<file path="config.mk">
export PLATFORM = sky130hd
export DESIGN_NAME = shift_issue_stage_flat
export DESIGN_NICKNAME = d
export VERILOG_FILES = /design/src/rtl/shift_issue_stage_if.sv /design/src/rtl/shift_issue_stage.sv /design/src/flat_wrapper.sv
export SDC_FILE = /design/constraint.sdc
export NUM_CORES = 1
export LEC_CHECK = 0
export ABC_AREA = 0
export CORE_ASPECT_RATIO = 1.25
export CORE_MARGIN = 2
export CORE_UTILIZATION = 47
export CTS_BUF_LIST = sky130_fd_sc_hd__clkbuf_8
export CTS_CLUSTER_DIAMETER = 30
export DETAILED_ROUTE_END_ITERATION = 16
export PLACE_DENSITY = 0.88
export SLEW_MARGIN = 20
export SYNTH_ARGS = -nofsm -noshare
export SYNTH_HDL_FRONTEND = slang
export SYNTH_SLANG_ARGS = --single-unit
</file>
<file path="constraint.sdc">
create_clock -name clk -period 2.5 [get_ports clk]
set_input_delay 0.375 -clock clk [delete_from_list [all_inputs] [get_ports clk]]
set_output_delay 0.375 -clock clk [all_outputs]
set_load 0.02 [all_outputs]
</file>
<file path="src/rtl/shift_issue_stage_if.sv">
// rtl/shift_issue_stage_if.sv - handshake bundle between upstream decode, the shift issue stage and the barrel shifter
//
// Purpose: groups the instruction input side (in_valid/in_ready/inst/rs_val/rt_val)
// and the shifter output side (out_valid/out_ready/d/sa/right/arith/rd).
// Modports:
//   slave  - the issue stage: consumes instructions, presents shift operations
//   master - the surrounding environment: offers instructions, consumes shift operations
interface shift_issue_stage_if;
  logic        in_valid;
  logic        in_ready;
  logic [31:0] inst;
  logic [31:0] rs_val;
  logic [31:0] rt_val;
  logic        out_valid;
  logic        out_ready;
  logic [31:0] d;
  logic [4:0]  sa;
  logic        right;
  logic        arith;
  logic [4:0]  rd;

  modport slave (
    input  in_valid, inst, rs_val, rt_val, out_ready,
    output in_ready, out_valid, d, sa, right, arith, rd
  );

  modport master (
    output in_valid, inst, rs_val, rt_val, out_ready,
    input  in_ready, out_valid, d, sa, right, arith, rd
  );
endinterface

</file>
<file path="src/rtl/shift_issue_stage.sv">
// rtl/shift_issue_stage.sv - decodes MIPS shift instructions into a 2-entry skid buffer feeding a barrel shifter
//
// Purpose: accepts instructions, keeps only sll/srl/sra/sllv/srlv/srav, and queues
// them (FIFO, 2 entries) as {d, sa, right, arith, rd} for the shifter. Non-shift
// instructions are dropped and counted in a saturating 8-bit counter.
// Ports:
//   clk      - clock, rising edge
//   clrn     - asynchronous active-low reset
//   flush    - synchronous discard of all buffered entries (beats any handshake)
//   bus      - shift_issue_stage_if.slave: instruction input and shift output handshakes
//   skip_cnt - number of accepted non-shift instructions, saturates at 255
module shift_issue_stage #(
  parameter int DEPTH = 2
) (
  input  logic                      clk,
  input  logic                      clrn,
  input  logic                      flush,
  shift_issue_stage_if.slave        bus,
  output logic [7:0]                skip_cnt
);

  localparam logic [1:0] FULL = 2'(DEPTH);

  typedef struct packed {
    logic [31:0] d;
    logic [4:0]  sa;
    logic        right;
    logic        arith;
    logic [4:0]  rd;
  } entry_t;

  entry_t     head_q;
  entry_t     tail_q;
  entry_t     new_e;
  logic [1:0] count_q;
  logic [1:0] count_next;
  logic       ready_q;
  logic       is_shift;
  logic       accept;
  logic       push;
  logic       pop;

  // Shift functs are 000000/000010/000011/000100/000110/000111: bit 2 selects
  // the variable form, bit 1 the right direction, bit 0 (with bit 1) sign fill.
  always_comb begin
    is_shift    = (bus.inst[31:26] == 6'd0) && (bus.inst[5:3] == 3'd0) &&
                  (bus.inst[1:0] != 2'b01);
    new_e.d     = bus.rt_val;
    new_e.sa    = bus.inst[2] ? bus.rs_val[4:0] : bus.inst[10:6];
    new_e.right = bus.inst[1];
    new_e.arith = bus.inst[1] & bus.inst[0];
    new_e.rd    = bus.inst[15:11];
  end

  assign accept = bus.in_valid & ready_q & ~flush;
  assign push   = accept & is_shift;
  assign pop    = (count_q != 2'd0) & bus.out_ready & ~flush;

  always_comb begin
    count_next = count_q;
    if (flush) begin
      count_next = 2'd0;
    end else if (push && !pop) begin
      count_next = count_q + 2'd1;
    end else if (pop && !push) begin
      count_next = count_q - 2'd1;
    end
  end

  always_ff @(posedge clk or negedge clrn) begin
    if (!clrn) begin
      count_q  <= 2'd0;
      ready_q  <= 1'b1;
      head_q   <= '0;
      tail_q   <= '0;
      skip_cnt <= 8'd0;
    end else begin
      count_q <= count_next;
      // in_ready is registered from the next occupancy, so out_ready never
      // reaches in_ready combinationally.
      ready_q <= (count_next != FULL);
      if (pop) begin
        // A push alongside a pop can only happen with one entry held (a full
        // buffer deasserts in_ready), so the new entry becomes the head.
        head_q <= push ? new_e : tail_q;
      end else if (push) begin
        if (count_q == 2'd0) begin
          head_q <= new_e;
        end else begin
          tail_q <= new_e;
        end
      end
      if (accept && !is_shift && skip_cnt != 8'hff) begin
        skip_cnt <= skip_cnt + 8'd1;
      end
    end
  end

  assign bus.in_ready  = ready_q;
  assign bus.out_valid = (count_q != 2'd0);
  assign bus.d         = head_q.d;
  assign bus.sa        = head_q.sa;
  assign bus.right     = head_q.right;
  assign bus.arith     = head_q.arith;
  assign bus.rd        = head_q.rd;

endmodule

</file>
<file path="src/flat_wrapper.sv">
// flat-port wrapper written by rule: the top's interface ports become plain ports
module shift_issue_stage_flat 
#(
  parameter int DEPTH = 2
)
  (clk, clrn, flush, skip_cnt, bus_in_valid, bus_inst, bus_rs_val, bus_rt_val, bus_out_ready, bus_in_ready, bus_out_valid, bus_d, bus_sa, bus_right, bus_arith, bus_rd);
  shift_issue_stage_if bus_i ();
  input  logic clk;
  input  logic clrn;
  input  logic flush;
  output logic [7:0] skip_cnt;
  input wire logic [$bits(bus_i.in_valid)-1:0] bus_in_valid;
  input wire logic [$bits(bus_i.inst)-1:0] bus_inst;
  input wire logic [$bits(bus_i.rs_val)-1:0] bus_rs_val;
  input wire logic [$bits(bus_i.rt_val)-1:0] bus_rt_val;
  input wire logic [$bits(bus_i.out_ready)-1:0] bus_out_ready;
  output wire logic [$bits(bus_i.in_ready)-1:0] bus_in_ready;
  output wire logic [$bits(bus_i.out_valid)-1:0] bus_out_valid;
  output wire logic [$bits(bus_i.d)-1:0] bus_d;
  output wire logic [$bits(bus_i.sa)-1:0] bus_sa;
  output wire logic [$bits(bus_i.right)-1:0] bus_right;
  output wire logic [$bits(bus_i.arith)-1:0] bus_arith;
  output wire logic [$bits(bus_i.rd)-1:0] bus_rd;
  assign bus_i.in_valid = bus_in_valid;
  assign bus_i.inst = bus_inst;
  assign bus_i.rs_val = bus_rs_val;
  assign bus_i.rt_val = bus_rt_val;
  assign bus_i.out_ready = bus_out_ready;
  assign bus_in_ready = bus_i.in_ready;
  assign bus_out_valid = bus_i.out_valid;
  assign bus_d = bus_i.d;
  assign bus_sa = bus_i.sa;
  assign bus_right = bus_i.right;
  assign bus_arith = bus_i.arith;
  assign bus_rd = bus_i.rd;
  shift_issue_stage #(.DEPTH(DEPTH)) u_core (.clk(clk), .clrn(clrn), .flush(flush), .bus(bus_i), .skip_cnt(skip_cnt));
endmodule
</file>
-- After elaboration in Yosys (flattened, before gate mapping)
Index checks and enable logic that the tools add are counted.
- shift operators: 0
- multiplexer cells: 8
- equal/unequal tests: 3
- bitwise gates (word level): 9
- divide/modulo/power cells: 0
- reduce and logical (&&, ||, !) cells: 17
- $lt $le $gt $ge: 0
- add/subtract/negate cells: 3
- multiply operators: 0
- operators by type and width (kind ; count):
    $mux W44 ; 4
    $add A8 B1 Y8 const B ; 1
    $ne A8 B8 Y1 const B ; 1
    $and A1 B1 Y1 ; 6
    $logic_and A1 B1 Y1 ; 6
    $logic_not A6 Y1 ; 1
    $mux W2 ; 3
    $reduce_bool A2 Y1 ; 3
    $mux W5 ; 1
    $logic_not A1 Y1 ; 3
    $logic_not A3 Y1 ; 1
    $not A1 Y1 ; 3
    $reduce_and A3 Y1 ; 1
    $add A2 B1 Y2 const B ; 1
    $logic_not A2 Y1 ; 1
    $ne A2 B1 Y1 const B ; 1
    $ne A2 B2 Y1 const B ; 1
    $reduce_and A2 Y1 ; 1
    $sub A2 B1 Y2 const B ; 1
- bits of input ports: 101
- output and inout bits: 54
- word-level logic and storage cells: 53
- RAM bits: 0
- memories: 0
- bits in registers: 99
- bits in latches: 0
- memory bits (read-only): 0

-- Logic depth before layout (Yosys ltp)
- depth after elaboration: 10
- mapped depth: 8

-- Least setup slack after synthesis
OpenSTA, ideal clock, no wires.
- path type: register -> register
- start point: register u_core.ready_q, in the netlist u_core.bus.in_ready
- end point: register u_core.tail_q[16] (netlist bit)
- stages on the path, launching flop included: 6
- setup time: 0.125 ns
- period minus slack after synthesis: 2.027 ns
- slack: 0.473 ns
- path buffers: 2
- data arrival time: 1.902 ns
- data required time: 2.375 ns
- cell sequence: dfstp_2 > nand3b_1 > buf_2 > nor4_4 > buf_6 > mux2_2
- word-level cells in the longest chain between the ends: 4
- RTL lines (what ; line ; RTL):
    start: declaration ; shift_issue_stage.sv:37 ; logic ready_q;
    start signal: assignment ; shift_issue_stage.sv:81 ; ready_q <= (count_next != FULL);
    $and A1 B1 Y1 (2 in series) ; shift_issue_stage.sv:55 ; assign accept = bus.in_valid & ready_q & ~flush;
    $and A1 B1 Y1 ; shift_issue_stage.sv:56 ; assign push = accept & is_shift;
    $reduce_and A3 Y1 (no line) ; -- ;
    end signal: assignment ; shift_issue_stage.sv:90 ; tail_q <= new_e;
    end: declaration ; shift_issue_stage.sv:33 ; entry_t tail_q;
No other way between the ends.
A chain may end at the register's enable or synchronous reset.

-- Final worst setup path
- start point: register u_core.count_q[0]
- end point: output bus_out_valid
- word-level cells in the longest chain between the ends: 1
- RTL lines (what ; line ; RTL):
    start: declaration ; shift_issue_stage.sv:35 ; logic [1:0] count_q;
    start signal: assignment ; shift_issue_stage.sv:78 ; count_q <= count_next;
    $reduce_bool A2 Y1 ; shift_issue_stage.sv:100 ; assign bus.out_valid = (count_q != 2'd0);
    end: declaration ; flat_wrapper.sv:18 ; output wire logic [$bits(bus_i.out_valid)-1:0] bus_out_valid;
No other way between the ends.

==> Flow_metrics.wiki <==
{| class="wikitable"
! Metric !! Value
|-
| Result of the run || finished clean
|-
| Clock Path Buffers || 2
|-
| Hold Violations, Final || 0
|-
| Number of setup buffers added after CTS || 0
|-
| Chip Height || 114 µm
|-
| Number of global-route vias before repair || 3599
|-
| Setup skew after layout || 10.7 ps
|-
| Type of the most critical hold path || in -> async
|-
| Sequential fraction of the synthesis area || 0.550
|-
| Peak supply drop || between 0.0006 and 0.0007 V
|-
| Arrival time reported for the critical path endpoint || 1940 ps
|-
| Placeable core region || 9220 µm²
|-
| Critical path startpoint category || flop
|-
| Inst Count DP || 597
|-
| Top area cells in the synthesized netlist || sky130_fd_sc_hd__dfrtp_1, sky130_fd_sc_hd__mux2_2, sky130_fd_sc_hd__o221a_2
|-
| Crit path largest cell delay || 650 ps
|-
| Crit path setup slack, layout || between 150 and 200 ps
|-
| Synthesized area divided by synthesized cell count || 12.2 µm²
|-
| Ratio of cells with drive above 1 in the final layout || 0.254
|-
| Number of gates resized after cts || 0
|-
| Area enclosed by the die boundary || 10400 µm²
|-
| Number of buffers added by the clock tree synthesis step || 9
|-
| Total setup violations reported at the end of the flow || 0
|-
| Average vias per placed instance || roughly 5.7
|-
| Kind of critical path || reg -> out
|-
| # rows || 39
|-
| Number of storage elements in the synthesis netlist || 99
|-
| Antenna violations before repair || 0
|-
| Post-place instance area || 5870 µm²
|-
| Data required time at the worst endpoint || around 2100 ps
|-
| Final setup TNS || 0 ps
|-
| Wire length of the first global-routing pass || 17600 µm
|-
| Number of hold-repair buffers added at the cts stage || 0
|-
| Antenna-violating nets left || 0
|-
| Residual DRC count || 0
|-
| Setup repair after global routing missed its margin || false
|-
| Max Fclk || 432 MHz
|-
| Average wire per standard cell || 17.3 µm
|-
| Die boundary width || 91.6 µm
|-
| Worst path most repeated cell || sky130_fd_sc_hd__inv_1
|-
| Total buffers and inverters traversed by the critical path || 3
|-
| Post-synthesis cell area || ~4500 µm²
|-
| Total power || 5.54 mW
|-
| Clock latency on the worst-skew pair || 360 ps
|-
| Worst path top cell family by delay || buffers and inverters
|-
| Pin count of the biggest net entering global routing || 52
|-
| Core utilization of the finished layout || 0.659
|-
| Antenna Diode Count || 0
|-
| Synthesis warning total || 0
|-
| CTS tree || done
|-
| Max cap viols || 0
|-
| Total non-filler cell area in the finished layout || 6080 µm²
|-
| Actual transition at the worst max-transition pin || between 600 and 700 ps
|-
| Final GP Congestion || approximately 0.84
|-
| GRT Overall Usage || 0.212
|-
| Input/output buffers || 117
|-
| Half-perimeter wire length after placement || 7290 µm
|-
| Max-slew headroom || 0.574
|-
| Post-synth cell types || 40
|-
| Post-synthesis to final-layout area growth || 34.8%
|-
| Post-detailed-routing wire length || 10600 µm
|-
| Layout Cells excl Fill || 612
|-
| Final-report max-slew violation count || 0
|-
| Dominant cell type by area after synthesis || sky130_fd_sc_hd__dfrtp_1
|-
| Number of DRC violations after detailed-routing iteration 0 || 170
|-
| Dpl ws || 32.7 ps
|-
| First-pass iteration count of the detailed router || 5
|-
| FFs w/ async S/R, synth || 1.00
|-
| Top-area cell type share of the netlist area || 0.544
|-
| Number of top-level design ports || about 160
|-
| Residual overflow from global routing || 0
|-
| CTS sink cnt || ~100
|-
| Count of nets after finishing || 588
|-
| Clk pin slew, worst setup/hold paths || 90 ps
|-
| Depth of the CTS H-tree || 3
|-
| Period utilization || 0.927
|-
| Leakage component of the power || 2.73 nW
|-
| Crit path capture type || output pin
|-
| Tmin final || 2320 ps
|-
| Starting density of the core || 0.489
|-
| Master cell of the clock root buffer || sky130_fd_sc_hd__clkbuf_8
|-
| Most used DFF post-synth || sky130_fd_sc_hd__dfrtp_1
|-
| Hold slack final || 20.4 ps
|-
| Mapped Cells || 370
|-
| Routed vias || ~3500
|-
| CP max FO || 5
|-
| Cell breakdown of the critical path || inv_1, ha_1, inv_1, clkdlybuf4s50_1
|-
| Slowest cell on crit path || sky130_fd_sc_hd__clkdlybuf4s50_1
|-
| Post-synth EDFFs || 0
|-
| Syn_nets || between 400 and 500
|-
| Source of the worst register-to-register timing path || u_core.count_q[0]
|-
| Launching instance or port of the critical path || u_core.count_q[0]
|-
| Total power divided by cell area || 912 nW/µm²
|}
[logic make-up (layout without fill, tap and decap cells)]
family,Yosys count,in the layout,synth area share
buffers and inverters,34,153,0.0363
and+or+nand+nor,77,77,0.0835
xor gates and xnor gates,8,8,0.0155
AOI/OAI and AO/OA,99,99,0.182
adders and majority gates,2,2,0.00555
muxes,51,51,0.127
DFF,99,99,0.550
[worst reg2reg max path, stage by stage, from the launching register on]
cell	delay, ps
sky130_fd_sc_hd__dfrtp_1	420
sky130_fd_sc_hd__inv_1	100
sky130_fd_sc_hd__ha_1	280
sky130_fd_sc_hd__or3b_2	520
sky130_fd_sc_hd__buf_4	260
sky130_fd_sc_hd__nor2_1	140
sky130_fd_sc_hd__o21ai_0	100
sky130_fd_sc_hd__o221a_2	150
[cell usage in the layout (no fill, tap or decap), types with 5 or more instances in the layout]
cell,instances
sky130_fd_sc_hd__nand2_1,5
sky130_fd_sc_hd__buf_4,13
sky130_fd_sc_hd__nor2_1,50
sky130_fd_sc_hd__o21ai_0,44
sky130_fd_sc_hd__clkbuf_8,10
sky130_fd_sc_hd__mux2_2,48
sky130_fd_sc_hd__inv_1,8
sky130_fd_sc_hd__o221a_2,41
sky130_fd_sc_hd__clkdlybuf4s50_1,116
sky130_fd_sc_hd__dfrtp_1,98
sky130_fd_sc_hd__xor2_1,7
[Yosys cell counts, types with 2 or more instances]
cell type                  count
sky130_fd_sc_hd__clkbuf_1     20
sky130_fd_sc_hd__nor2_1       50
sky130_fd_sc_hd__nor3_1        4
sky130_fd_sc_hd__nor2b_1       2
sky130_fd_sc_hd__o221a_2      41
sky130_fd_sc_hd__mux2_2       48
sky130_fd_sc_hd__o221a_1       3
sky130_fd_sc_hd__xor2_1        7
sky130_fd_sc_hd__a21oi_1       2
sky130_fd_sc_hd__ha_1          2
sky130_fd_sc_hd__dfrtp_1      98
sky130_fd_sc_hd__o21ai_0      44
sky130_fd_sc_hd__nand2_1       5
sky130_fd_sc_hd__nand3_1       3
sky130_fd_sc_hd__nor4_4        2
sky130_fd_sc_hd__mux2_1        2
sky130_fd_sc_hd__nor4_1        2
sky130_fd_sc_hd__nor3b_1       2
sky130_fd_sc_hd__buf_2         5
sky130_fd_sc_hd__inv_1         5
sky130_fd_sc_hd__buf_6         4
[registers in the layout, summed over array words and instances, names as in the netlist]
signal / count
u_core.bus.right: 1
u_core.count_q: 2
u_core.bus.d: 32
u_core.skip_cnt: 8
u_core.bus.sa: 5
u_core.bus.in_ready: 1
u_core.bus.rd: 5
u_core.bus.arith: 1
u_core.tail_q: 44
[layer usage]
metal  part of all wire  wire [µm]  vias up  track usage
li1                   -          -     1603            -
met1               0.42       4440     1788        0.265
met2               0.52       5490      103        0.364
met3              0.042        441       20       0.0363
met4              0.023        243        0       0.0929
met5                  0          0        -            0
[power by group]
group | internal, mW | leakage [nW] | switching (mW)
Clock | 0.576 | 0.116 | 0.512
Combinational | 1.19 | 1.32 | 0.978
Sequential | 2.00 | 1.29 | 0.285
Total | 3.77 | 2.73 | 1.78
[final cells by class]
| class | count | area (µm²) |
|---|---|---|
| timing repair buffer | 133 | 1340 |
| clock buffer | 10 | 138 |
| multi-input combinational | 237 | 1880 |
| inverter | 5 | 18.8 |
| clock inverter | 5 | 71.3 |
| fill | 685 | 3150 |
| sequential | 99 | 2480 |
| tap | 123 | 154 |
[worst paths after layout]
check	to	slack, ps	depth (start not counted)
setup / recovery	bus_out_valid	180	4
max in group asynchronous	u_core.tail_q[11]	1760	2
hold / removal	u_core.bus.d[29]	20	1
hold reg to reg	u_core.tail_q[22]	500	1
setup reg to reg	u_core.bus.rd[0]	430	7
min in group clk	u_core.tail_q[22]	500	1
Power figures use the tool's default switching activity.
